===== config.mk =====
export PLATFORM = sky130hd
export DESIGN_NAME = lieat_ifu_bpubht_flat
export DESIGN_NICKNAME = d
export VERILOG_FILES = /design/src/rtl/lieat_ifu_bpubht_pkg.sv /design/src/rtl/lieat_ifu_bpubht_if.sv /design/src/rtl/lieat_ifu_bpucnt.sv /design/src/rtl/lieat_ifu_bpubht.sv /design/src/flat_wrapper.sv
export SDC_FILE = /design/constraint.sdc
export NUM_CORES = 1
export LEC_CHECK = 0
export CAP_MARGIN = 5
export CORE_ASPECT_RATIO = 0.8
export CORE_UTILIZATION = 49
export DETAILED_ROUTE_END_ITERATION = 7
export GPL_TIMING_DRIVEN = 0
export PLACE_DENSITY = 0.77
export SETUP_SLACK_MARGIN = 0.5
export SYNTH_ARGS = -nofsm -noshare
export SYNTH_HDL_FRONTEND = slang
export SYNTH_SLANG_ARGS = --single-unit
export TNS_END_PERCENT = 30

===== constraint.sdc =====
create_clock -name clk -period 2.4 [get_ports clk]
set_input_delay 0.48 -clock clk [delete_from_list [all_inputs] [get_ports clk]]
set_output_delay 0.48 -clock clk [all_outputs]
set_load 0.05 [all_outputs]

===== src/rtl/lieat_ifu_bpubht_pkg.sv =====
// Shared types and defaults for the IFU branch-history-table predictor.
// Optional gshare indexing is enabled by defining LIEAT_BPU_GSHARE_EN.
package lieat_ifu_bpubht_pkg;

  localparam int BPU_XLEN_DEF  = 32;
  localparam int BHT_DEPTH_DEF = 32;
  localparam int CNT_W_DEF     = 2;
  localparam int GHR_W_DEF     = 5;

  typedef enum logic [0:0] {
    BPU_STATE_IDLE  = 1'b0,
    BPU_STATE_CLEAR = 1'b1
  } bpu_state_e;

  function automatic logic [31:0] sat_inc32(input logic [31:0] v);
    return (v == 32'hFFFF_FFFF) ? v : v + 32'd1;
  endfunction

endpackage


===== src/rtl/lieat_ifu_bpubht_if.sv =====
// Lookup, training, clear and statistics bundle of the BHT predictor.
// Fetch/EXU side uses master, the predictor uses slave.
interface lieat_ifu_bpubht_if #(
  parameter int XLEN  = 32,
  parameter int IDX_W = 5,
  parameter int GHR_W = 5
);

  logic [XLEN-1:0]  prdt_pc;
  logic             prdt_bxx;
  logic             prdt_taken;
  logic [IDX_W-1:0] prdt_index;
  logic [GHR_W-1:0] prdt_ghr;
  logic             upd_en;
  logic [IDX_W-1:0] upd_index;
  logic             upd_result;
  logic             upd_mispred;
  logic [GHR_W-1:0] upd_ghr;
  logic             clr_req;
  logic             clr_busy;
  logic [31:0]      stat_lookups;
  logic [31:0]      stat_mispreds;

  modport master (
    output prdt_pc, prdt_bxx,
    output upd_en, upd_index, upd_result,
    output upd_mispred, upd_ghr, clr_req,
    input  prdt_taken, prdt_index, prdt_ghr,
    input  clr_busy, stat_lookups, stat_mispreds
  );

  modport slave (
    input  prdt_pc, prdt_bxx,
    input  upd_en, upd_index, upd_result,
    input  upd_mispred, upd_ghr, clr_req,
    output prdt_taken, prdt_index, prdt_ghr,
    output clr_busy, stat_lookups, stat_mispreds
  );

endinterface


===== src/rtl/lieat_ifu_bpucnt.sv =====
// One saturating counter cell of the BHT.
// Resets and re-initialises to weakly-not-taken.
module lieat_ifu_bpucnt #(
  parameter int CNT_W = 2
) (
  input  logic             clk,
  input  logic             rstn,
  input  logic             init,
  input  logic             inc,
  input  logic             dec,
  output logic [CNT_W-1:0] cnt
);

  localparam logic [CNT_W-1:0] INIT =
    CNT_W'((1 << (CNT_W - 1)) - 1);
  localparam logic [CNT_W-1:0] MAX = '1;
  localparam logic [CNT_W-1:0] ONE = CNT_W'(1);

  always_ff @(posedge clk or negedge rstn) begin
    if (!rstn) begin
      cnt <= INIT;
    end else if (init) begin
      cnt <= INIT;
    end else if (inc) begin
      if (cnt != MAX) cnt <= cnt + ONE;
    end else if (dec) begin
      if (cnt != '0) cnt <= cnt - ONE;
    end
  end

endmodule


===== src/rtl/lieat_ifu_bpubht.sv =====
// Parametrised BHT direction predictor with clear sweep and stats.
// Define LIEAT_BPU_GSHARE_EN for gshare indexing with speculative GHR.
module lieat_ifu_bpubht
  import lieat_ifu_bpubht_pkg::*;
#(
  parameter int XLEN      = BPU_XLEN_DEF,
  parameter int BHT_DEPTH = BHT_DEPTH_DEF,
  parameter int CNT_W     = CNT_W_DEF,
  parameter int GHR_W     = GHR_W_DEF
) (
  input logic               clk,
  input logic               rstn,
  lieat_ifu_bpubht_if.slave bus
);

  localparam int IDX_W = $clog2(BHT_DEPTH);
  localparam logic [IDX_W-1:0] LAST = IDX_W'(BHT_DEPTH - 1);
  localparam logic [IDX_W-1:0] ONE  = IDX_W'(1);

  bpu_state_e       state;
  bpu_state_e       state_nxt;
  logic [IDX_W-1:0] ptr;
  logic [IDX_W-1:0] ptr_nxt;
  logic             idle;
  logic             clearing;
  logic             upd_act;
  logic             look_act;
  logic             mis_act;
  logic [IDX_W-1:0] pc_idx;
  logic [IDX_W-1:0] idx;
  logic [GHR_W-1:0] ghr_cur;
  logic [CNT_W-1:0] cnt [BHT_DEPTH];
  logic [31:0]      lookups;
  logic [31:0]      mispreds;
  logic             unused_ok;

  assign idle     = (state == BPU_STATE_IDLE);
  assign clearing = ~idle;
  assign pc_idx   = bus.prdt_pc[IDX_W+1:2];
  assign upd_act  = bus.upd_en & idle;
  assign look_act = bus.prdt_bxx & idle;
  assign mis_act  = upd_act & bus.upd_mispred;

  assign unused_ok = ^{bus.prdt_pc, bus.upd_ghr};

`ifdef LIEAT_BPU_GSHARE_EN
  logic [GHR_W-1:0] ghr;

  // mispredict recovery overrides the speculative shift
  always_ff @(posedge clk or negedge rstn) begin
    if (!rstn) begin
      ghr <= '0;
    end else if (clearing) begin
      ghr <= '0;
    end else if (mis_act) begin
      ghr <= GHR_W'({bus.upd_ghr, bus.upd_result});
    end else if (look_act) begin
      ghr <= GHR_W'({ghr, bus.prdt_taken});
    end
  end

  assign ghr_cur = ghr;
  assign idx     = pc_idx ^ IDX_W'(ghr);
`else
  assign ghr_cur = '0;
  assign idx     = pc_idx;
`endif

  for (genvar i = 0; i < BHT_DEPTH; i++) begin : g_cell
    logic hit;
    logic wipe;

    assign hit  = upd_act &&
                  (bus.upd_index == IDX_W'(i));
    assign wipe = clearing && (ptr == IDX_W'(i));

    lieat_ifu_bpucnt #(
      .CNT_W (CNT_W)
    ) u_cnt (
      .clk  (clk),
      .rstn (rstn),
      .init (wipe),
      .inc  (hit & bus.upd_result),
      .dec  (hit & ~bus.upd_result),
      .cnt  (cnt[i])
    );
  end

  always_ff @(posedge clk or negedge rstn) begin
    if (!rstn) begin
      state <= BPU_STATE_IDLE;
      ptr   <= '0;
    end else begin
      state <= state_nxt;
      ptr   <= ptr_nxt;
    end
  end

  always_comb begin
    state_nxt = state;
    ptr_nxt   = ptr;
    unique case (state)
      BPU_STATE_IDLE: begin
        if (bus.clr_req) begin
          state_nxt = BPU_STATE_CLEAR;
          ptr_nxt   = '0;
        end
      end
      BPU_STATE_CLEAR: begin
        ptr_nxt = ptr + ONE;
        if (ptr == LAST) state_nxt = BPU_STATE_IDLE;
      end
      default: state_nxt = BPU_STATE_IDLE;
    endcase
  end

  always_ff @(posedge clk or negedge rstn) begin
    if (!rstn) begin
      lookups  <= '0;
      mispreds <= '0;
    end else begin
      if (look_act) lookups <= sat_inc32(lookups);
      if (mis_act) mispreds <= sat_inc32(mispreds);
    end
  end

  assign bus.prdt_taken    = idle & cnt[idx][CNT_W-1];
  assign bus.prdt_index    = idx;
  assign bus.prdt_ghr      = clearing ? '0 : ghr_cur;
  assign bus.clr_busy      = clearing;
  assign bus.stat_lookups  = lookups;
  assign bus.stat_mispreds = mispreds;

endmodule


===== src/flat_wrapper.sv =====
// flat-port wrapper written by rule: the top's interface ports become plain ports
module lieat_ifu_bpubht_flat import lieat_ifu_bpubht_pkg::*;
#(
  parameter int XLEN      = BPU_XLEN_DEF,
  parameter int BHT_DEPTH = BHT_DEPTH_DEF,
  parameter int CNT_W     = CNT_W_DEF,
  parameter int GHR_W     = GHR_W_DEF
)
  (clk, rstn, bus_prdt_pc, bus_prdt_bxx, bus_upd_en, bus_upd_index, bus_upd_result, bus_upd_mispred, bus_upd_ghr, bus_clr_req, bus_prdt_taken, bus_prdt_index, bus_prdt_ghr, bus_clr_busy, bus_stat_lookups, bus_stat_mispreds);
  lieat_ifu_bpubht_if #(.XLEN(XLEN), .GHR_W(GHR_W)) bus_i ();
  input logic clk;
  input logic rstn;
  input wire logic [$bits(bus_i.prdt_pc)-1:0] bus_prdt_pc;
  input wire logic [$bits(bus_i.prdt_bxx)-1:0] bus_prdt_bxx;
  input wire logic [$bits(bus_i.upd_en)-1:0] bus_upd_en;
  input wire logic [$bits(bus_i.upd_index)-1:0] bus_upd_index;
  input wire logic [$bits(bus_i.upd_result)-1:0] bus_upd_result;
  input wire logic [$bits(bus_i.upd_mispred)-1:0] bus_upd_mispred;
  input wire logic [$bits(bus_i.upd_ghr)-1:0] bus_upd_ghr;
  input wire logic [$bits(bus_i.clr_req)-1:0] bus_clr_req;
  output wire logic [$bits(bus_i.prdt_taken)-1:0] bus_prdt_taken;
  output wire logic [$bits(bus_i.prdt_index)-1:0] bus_prdt_index;
  output wire logic [$bits(bus_i.prdt_ghr)-1:0] bus_prdt_ghr;
  output wire logic [$bits(bus_i.clr_busy)-1:0] bus_clr_busy;
  output wire logic [$bits(bus_i.stat_lookups)-1:0] bus_stat_lookups;
  output wire logic [$bits(bus_i.stat_mispreds)-1:0] bus_stat_mispreds;
  assign bus_i.prdt_pc = bus_prdt_pc;
  assign bus_i.prdt_bxx = bus_prdt_bxx;
  assign bus_i.upd_en = bus_upd_en;
  assign bus_i.upd_index = bus_upd_index;
  assign bus_i.upd_result = bus_upd_result;
  assign bus_i.upd_mispred = bus_upd_mispred;
  assign bus_i.upd_ghr = bus_upd_ghr;
  assign bus_i.clr_req = bus_clr_req;
  assign bus_prdt_taken = bus_i.prdt_taken;
  assign bus_prdt_index = bus_i.prdt_index;
  assign bus_prdt_ghr = bus_i.prdt_ghr;
  assign bus_clr_busy = bus_i.clr_busy;
  assign bus_stat_lookups = bus_i.stat_lookups;
  assign bus_stat_mispreds = bus_i.stat_mispreds;
  lieat_ifu_bpubht #(.XLEN(XLEN), .BHT_DEPTH(BHT_DEPTH), .CNT_W(CNT_W), .GHR_W(GHR_W)) u_core (.clk(clk), .rstn(rstn), .bus(bus_i));
endmodule

Word-level counts from Yosys, hierarchy flattened
Index checks and enable logic that the tools add are counted.

Register bits after elaboration: 134. Input port bits: 49. Output and inout port bits: 76. Word-level logic and storage cells: 670.

Add/subtract/negate cells: 67. Magnitude comparators: 1. Equality and inequality tests: 129. Mux-type cells: 168. Bitwise gates (word level): 73. Reduce and logical (&&, ||, !) cells: 196.

Operator list (number): $mux 2 (162); $reduce_bool 3->1 (64); $eq 5x5->1 const B (32); $ne 3x2->1 const B (32); $reduce_and 3->1 (32); $eq 5x4->1 const B (16); $and 1x1->1 (68); $ne 2x2->1 const B (33); $add 2x1->2 const B (32); $add 32x1->32 const B (2); $eq 32x32->1 const B (2); $logic_and 1x1->1 (64); $reduce_bool 2->1 (32); $sub 2x1->2 const B (32); $eq 5x3->1 const B (8); $eq 5x2->1 const B (4); $bmux 2 s5 (1); $eq 5x1->1 const B (2); $logic_not 5->1 (2); $pmux 5 s2 (1); $ge 6x6->1 const B (1); $not 5->6 (1); $add 5x1->5 const B (1); $mux 5 (1); other kinds (4) (9).

Logic depth before layout (Yosys ltp)
Word-level depth: 7. Gate-level depth with buffers: 8. Depth with buffers taken out: 7.

By module
A second synthesis with hierarchy kept.

Cells, all modules: 821. Area, all modules: 7507.2 µm².

By module, submodules not included: lieat_ifu_bpubht (instances 1, cells each 501, area each 4504.3 µm², seq. area each 1751.7 µm²); lieat_ifu_bpucnt (instances 32, cells each 10, area each 93.8 µm², seq. area each 51.3 µm²).

Worst setup path after synthesis
OpenSTA, ideal clock, no wires.

Path kind: input port to output port. Start point: input port bus_prdt_pc[3]. End point: output port bus_prdt_taken. Data arrival time: 2248 ps. Required time: 1920 ps. Slack: -328 ps. Stages on the path: 6. Path buffers: 1. Cell sequence: clkbuf_1 -> mux4_2 -> mux2_2 -> a21oi_1 -> o21ai_0 -> and3_1.

Longest elaborated chain between the ends: 5.

RTL lines: from (decl) (RTL line flat_wrapper.sv:13) `input wire logic [$bits(bus_i.prdt_pc)-1:0] bus_prdt_pc;`; $not 5->6 (not written as such) (RTL line lieat_ifu_bpubht.sv:127) `assign bus.prdt_taken = idle & cnt[idx][CNT_W-1];`; $bmux 2 s5 (RTL line lieat_ifu_bpubht.sv:127); $mux 2 (not written as such) (2 in series) (RTL line lieat_ifu_bpubht.sv:127); $and 1x1->1 (RTL line lieat_ifu_bpubht.sv:127); to (decl) (RTL line flat_wrapper.sv:21) `output wire logic [$bits(bus_i.prdt_taken)-1:0] bus_prdt_taken;`.

Every way passes these cells. The select of a mux whose other input is x is not followed.

Worst setup path after layout
Start point: register u_core.g_cell[11].u_cnt.cnt[1]. End point: output port bus_prdt_taken.

Longest elaborated chain between the ends: 4.

RTL lines: from (decl) (RTL line lieat_ifu_bpucnt.sv:11) `output logic [CNT_W-1:0] cnt`; from (signal assigned) (RTL line lieat_ifu_bpucnt.sv:25) `if (cnt != MAX) cnt <= cnt + ONE;`; from (signal assigned) (RTL line lieat_ifu_bpucnt.sv:27) `if (cnt != '0) cnt <= cnt - ONE;`; $bmux 2 s5 (RTL line lieat_ifu_bpubht.sv:127); $mux 2 (not written as such) (2 in series) (RTL line lieat_ifu_bpubht.sv:127); $and 1x1->1 (RTL line lieat_ifu_bpubht.sv:127).

Every way passes these cells. The select of a mux whose other input is x is not followed.

==> results.cfg <==
[outcome]
status = complete, but fails checks
violations = setup timing

[final_layout]
area_delta_synth_final_pct = 46.9
nFillCells = 982
ff_latch_area_sq_mm = 0.00345
multi_input_area_sq_mm = 0.00492
design.final.nets = 1099
insertedDiodeCount = 0
drive_gt1_frac = 0.387
design_area_sq_mm = 0.0113

[critical_path]
arrival_ps = 2130
r2r_start = u_core.bus.stat_lookups[10]
path_class = reg -> out
cp_top_family = multiplexers
worstPathMaxFanout = 5
path_buf_inv = 1
reg2reg_slack_ps = 200
worst_setup_path_start_kind = flip-flop
endpoint_kind = primary output
worstSetupStartpoint = u_core.g_cell[11].u_cnt.cnt[1]
cp.depth = 6
r2r_end = u_core.bus.stat_lookups[7]
crit_slowest_cell = dfrtp_2
slowest_delay_ps = 450
endpoint = bus_prdt_taken
reg2reg_depth = 8
required_ps = 1920
crit_path_cell_trace = mux4_2 -> mux2_4 -> a21oi_2 -> o21ai_1 -> and3_4 -> buf_8

[route]
viasPerCell = 6.07
drt_wl_total_mm = 24.6
vias = 7675
ant_nets = 0
drtIter0Drc = 692
wl_per_cell_um = 19.5
drc = 0
first_pass_iters = 5

[timing]
drv_slew = 0
clock_skew_ps = 20.8
fin_hold_ws_ps = 34.1
finalSetupViolations = 1
fmax_mhz = 383
layout_min_cycle_time_ps = 2610
rsz0062_at_grt = true
fin_ws_ps = -213
tightest_slew_ps = 709
period_share = 1.09
finalHoldViolCount = 0
relSlewSlack = 0.527

[clock_tree]
tritoncts = yes
h-tree-depth = 4
tritoncts.num_buffers = 17
root_buffer = clkbuf_16
clock_path_buffers = 2
clk_latency_ps = 440
clk_pin_slew_ps = 60
cts_sinks = 134

[floorplanning]
core_area_sq_mm = 0.0152
die_y_um = 114
row_count = 40
die_x_um = 142
pin_count = 125
fp.dieArea_sq_mm = 0.0162
initial_core_util = 0.506

[power_and_ir_drop]
pwr-share-seq = 0.410
peakVddDrop_uv = 595
p_int_mw = 5.13
power.switching_mw = 2.81
finalPower_mw = 7.94
swShare = 0.354
comb_power_share = 0.268
p_per_area_mw_per_mm2 = 704
leakagePower_nw = 4.82
pwr-share-clk = 0.323

[grt]
grt_use_total = 0.283
grt_pass1_wl_mm = 35.6
grt_pass1_vias = 6904
antenna_found_initial = 0
grt_overflow = 0
grt_start_max_net_pins = 75

[placed_design]
placed_cell_area_sq_mm = 0.00908
gp_congestion = 0.919
hpwl_mm = 14.2
io_buffers = 85

[logic_synthesis]
seq_area_frac_synth = 0.442
syn_area_per_cell_sq_um = 9.07
yosysTopAreaCellShare = 0.333
synth_cell_types = 64
syn_area_sq_mm = 0.00768
synth_area_leaders = dfrtp_1, dfstp_2, xnor2_1
async_reset_ff_frac = 1.00
yosys_warnings = 0
synth_edf_count = 0
ys_dominant_reg_cell = dfrtp_1
postSynthCellCount = 846
yosysTopAreaCell = dfrtp_1
synth_seq_cells = 134

[min_path]
hold_class = in -> async

[job]
maxCapViolations = 0
## timing repair
action                                  CTS  global route
setup buffers                            25            58
hold buffers                              0             0
pin swaps                               102           133
cloned                                    1             3
resized for setup                       235           183
endpoints found under the setup margin  196           157
## flip-flops by register name, summed over array words and instances, names as in the netlist
register                  flops
u_core.bus.clr_busy           1
u_core.bus.stat_lookups      32
u_core.g_cell.u_cnt.cnt      64
u_core.bus.stat_mispreds     32
u_core.ptr                    5
## stage by stage
stage | setup slack (ps) | TNS (ps) | cells | utilization
after global placement | -5000 | -586650 | 1145 | 0.597
after floorplan | 161 | 0 | 850 | -
after detailed placement | -686 | -19730 | 1146 | 0.599
after global routing | -284 | -284 | 1265 | 0.743
after CTS | -187 | -187 | 1204 | 0.680
final | -213 | -213 | 1265 | 0.743
## Yosys cell counts (4+ instances only)
cell,count
and4_1,4
o21ai_0,39
nand3_1,30
nand2_1,102
and3_1,11
o21a_1,9
or4_1,4
a211o_1,13
dfstp_2,32
a21oi_1,71
nor4_1,22
nor2_1,71
a21o_1,4
clkbuf_1,36
xor2_1,10
dfrtp_1,102
ha_1,8
xnor2_1,65
buf_1,4
a31oi_1,11
a32oi_1,6
inv_1,11
mux4_2,8
nand3b_1,5
nand2b_1,8
buf_4,10
nor2b_1,19
o41ai_1,8
nand4_1,28
nor3_1,39
## power groups by stage
stage               Sequential [mW]  Combinational, mW  Clock [mW]
global route                   3.30               2.30        2.68
finish                         3.25               2.12        2.56
global placement               3.23               1.74           0
CTS                            3.20               1.90        2.58
detailed placement             3.24               1.79           0
floorplan                      3.26               1.16           0
## metal layers
| layer | GRT usage | share of wire | wire length, um |
|---|---|---|---|
| met5 | 0 | 0 | 0 |
| met4 | 0.108 | 0.029 | 710 |
| met3 | 0.0722 | 0.089 | 2190 |
| met2 | 0.425 | 0.47 | 11500 |
| met1 | 0.395 | 0.41 | 10200 |
## cell type report
type | instances | share of cell area
repair buffers | 173 | 0.138
well taps | 210 | 0.0233
plain buffers | 53 | 0.0407
clock buffers | 17 | 0.0377
multi-input cells | 651 | 0.437
inverters | 12 | 0.00433
clock inverters | 15 | 0.0127
flip-flops and latches | 134 | 0.306
## how the worst min path moves through the flow
| stage | start | end | slack (ps) |
|---|---|---|---|
| final | rstn | u_core.g_cell[17].u_cnt.cnt[1] | 30 |
| after global routing | rstn | u_core.g_cell[17].u_cnt.cnt[1] | 80 |
| after CTS | rstn | u_core.g_cell[17].u_cnt.cnt[1] | 40 |
| after detailed placement | u_core.bus.stat_lookups[23] | u_core.bus.stat_lookups[23] | 480 |
| after global placement | u_core.bus.stat_lookups[13] | u_core.bus.stat_lookups[13] | 470 |
| after floorplan | rstn | u_core.bus.clr_busy | 180 |
## cells by family (layout without fill, tap and decap cells)
kind of cell	after synthesis	count (layout)	share of synthesized area
compound gates	183	183	0.149
simple gates	366	366	0.239
flops	134	134	0.442
other cells	1	5	0.000489
buf+inv	65	270	0.0396
fa+ha+maj	8	8	0.0130
mux	14	14	0.0318
xor+xnor	75	75	0.0856
## cell usage in the layout (no fill, tap or decap), types with 7 or more instances in the layout
cell             Yosys  layout
a21oi_2              1       7
inv_1               11      11
nor3_1              39      12
inv_6                0       7
dfrtp_1            102      53
nand3_1             30      17
clkdlybuf4s50_1      0      12
mux4_2               8       8
nor2_1              71      66
nor3_2               0      14
and3_1              11      10
nand2b_1             8       7
a211o_1             13      13
clkdlybuf4s15_1      0      20
xnor2_2              0      15
buf_4               10      85
xnor2_1             65      50
o21ai_1              0       9
o21a_1               9       9
o41ai_1              8       7
nor4_1              22       7
xor2_1              10      10
o21ai_0             39      29
a31oi_1             11      11
dfrtp_2              0      49
nor3_4               0      13
nor4_4               0      11
a21oi_1             71      65
buf_6                3      22
clkbuf_16            0      21
nand4_1             28      28
dlygate4sd2_1        0      29
nand3_4              0      10
nand2_1            102      94
nor2b_1             19      17
clkbuf_2             0      20
dfstp_2             32      32
clkbuf_4             0       8
Note: power is estimated with default switching activity, not from simulation.
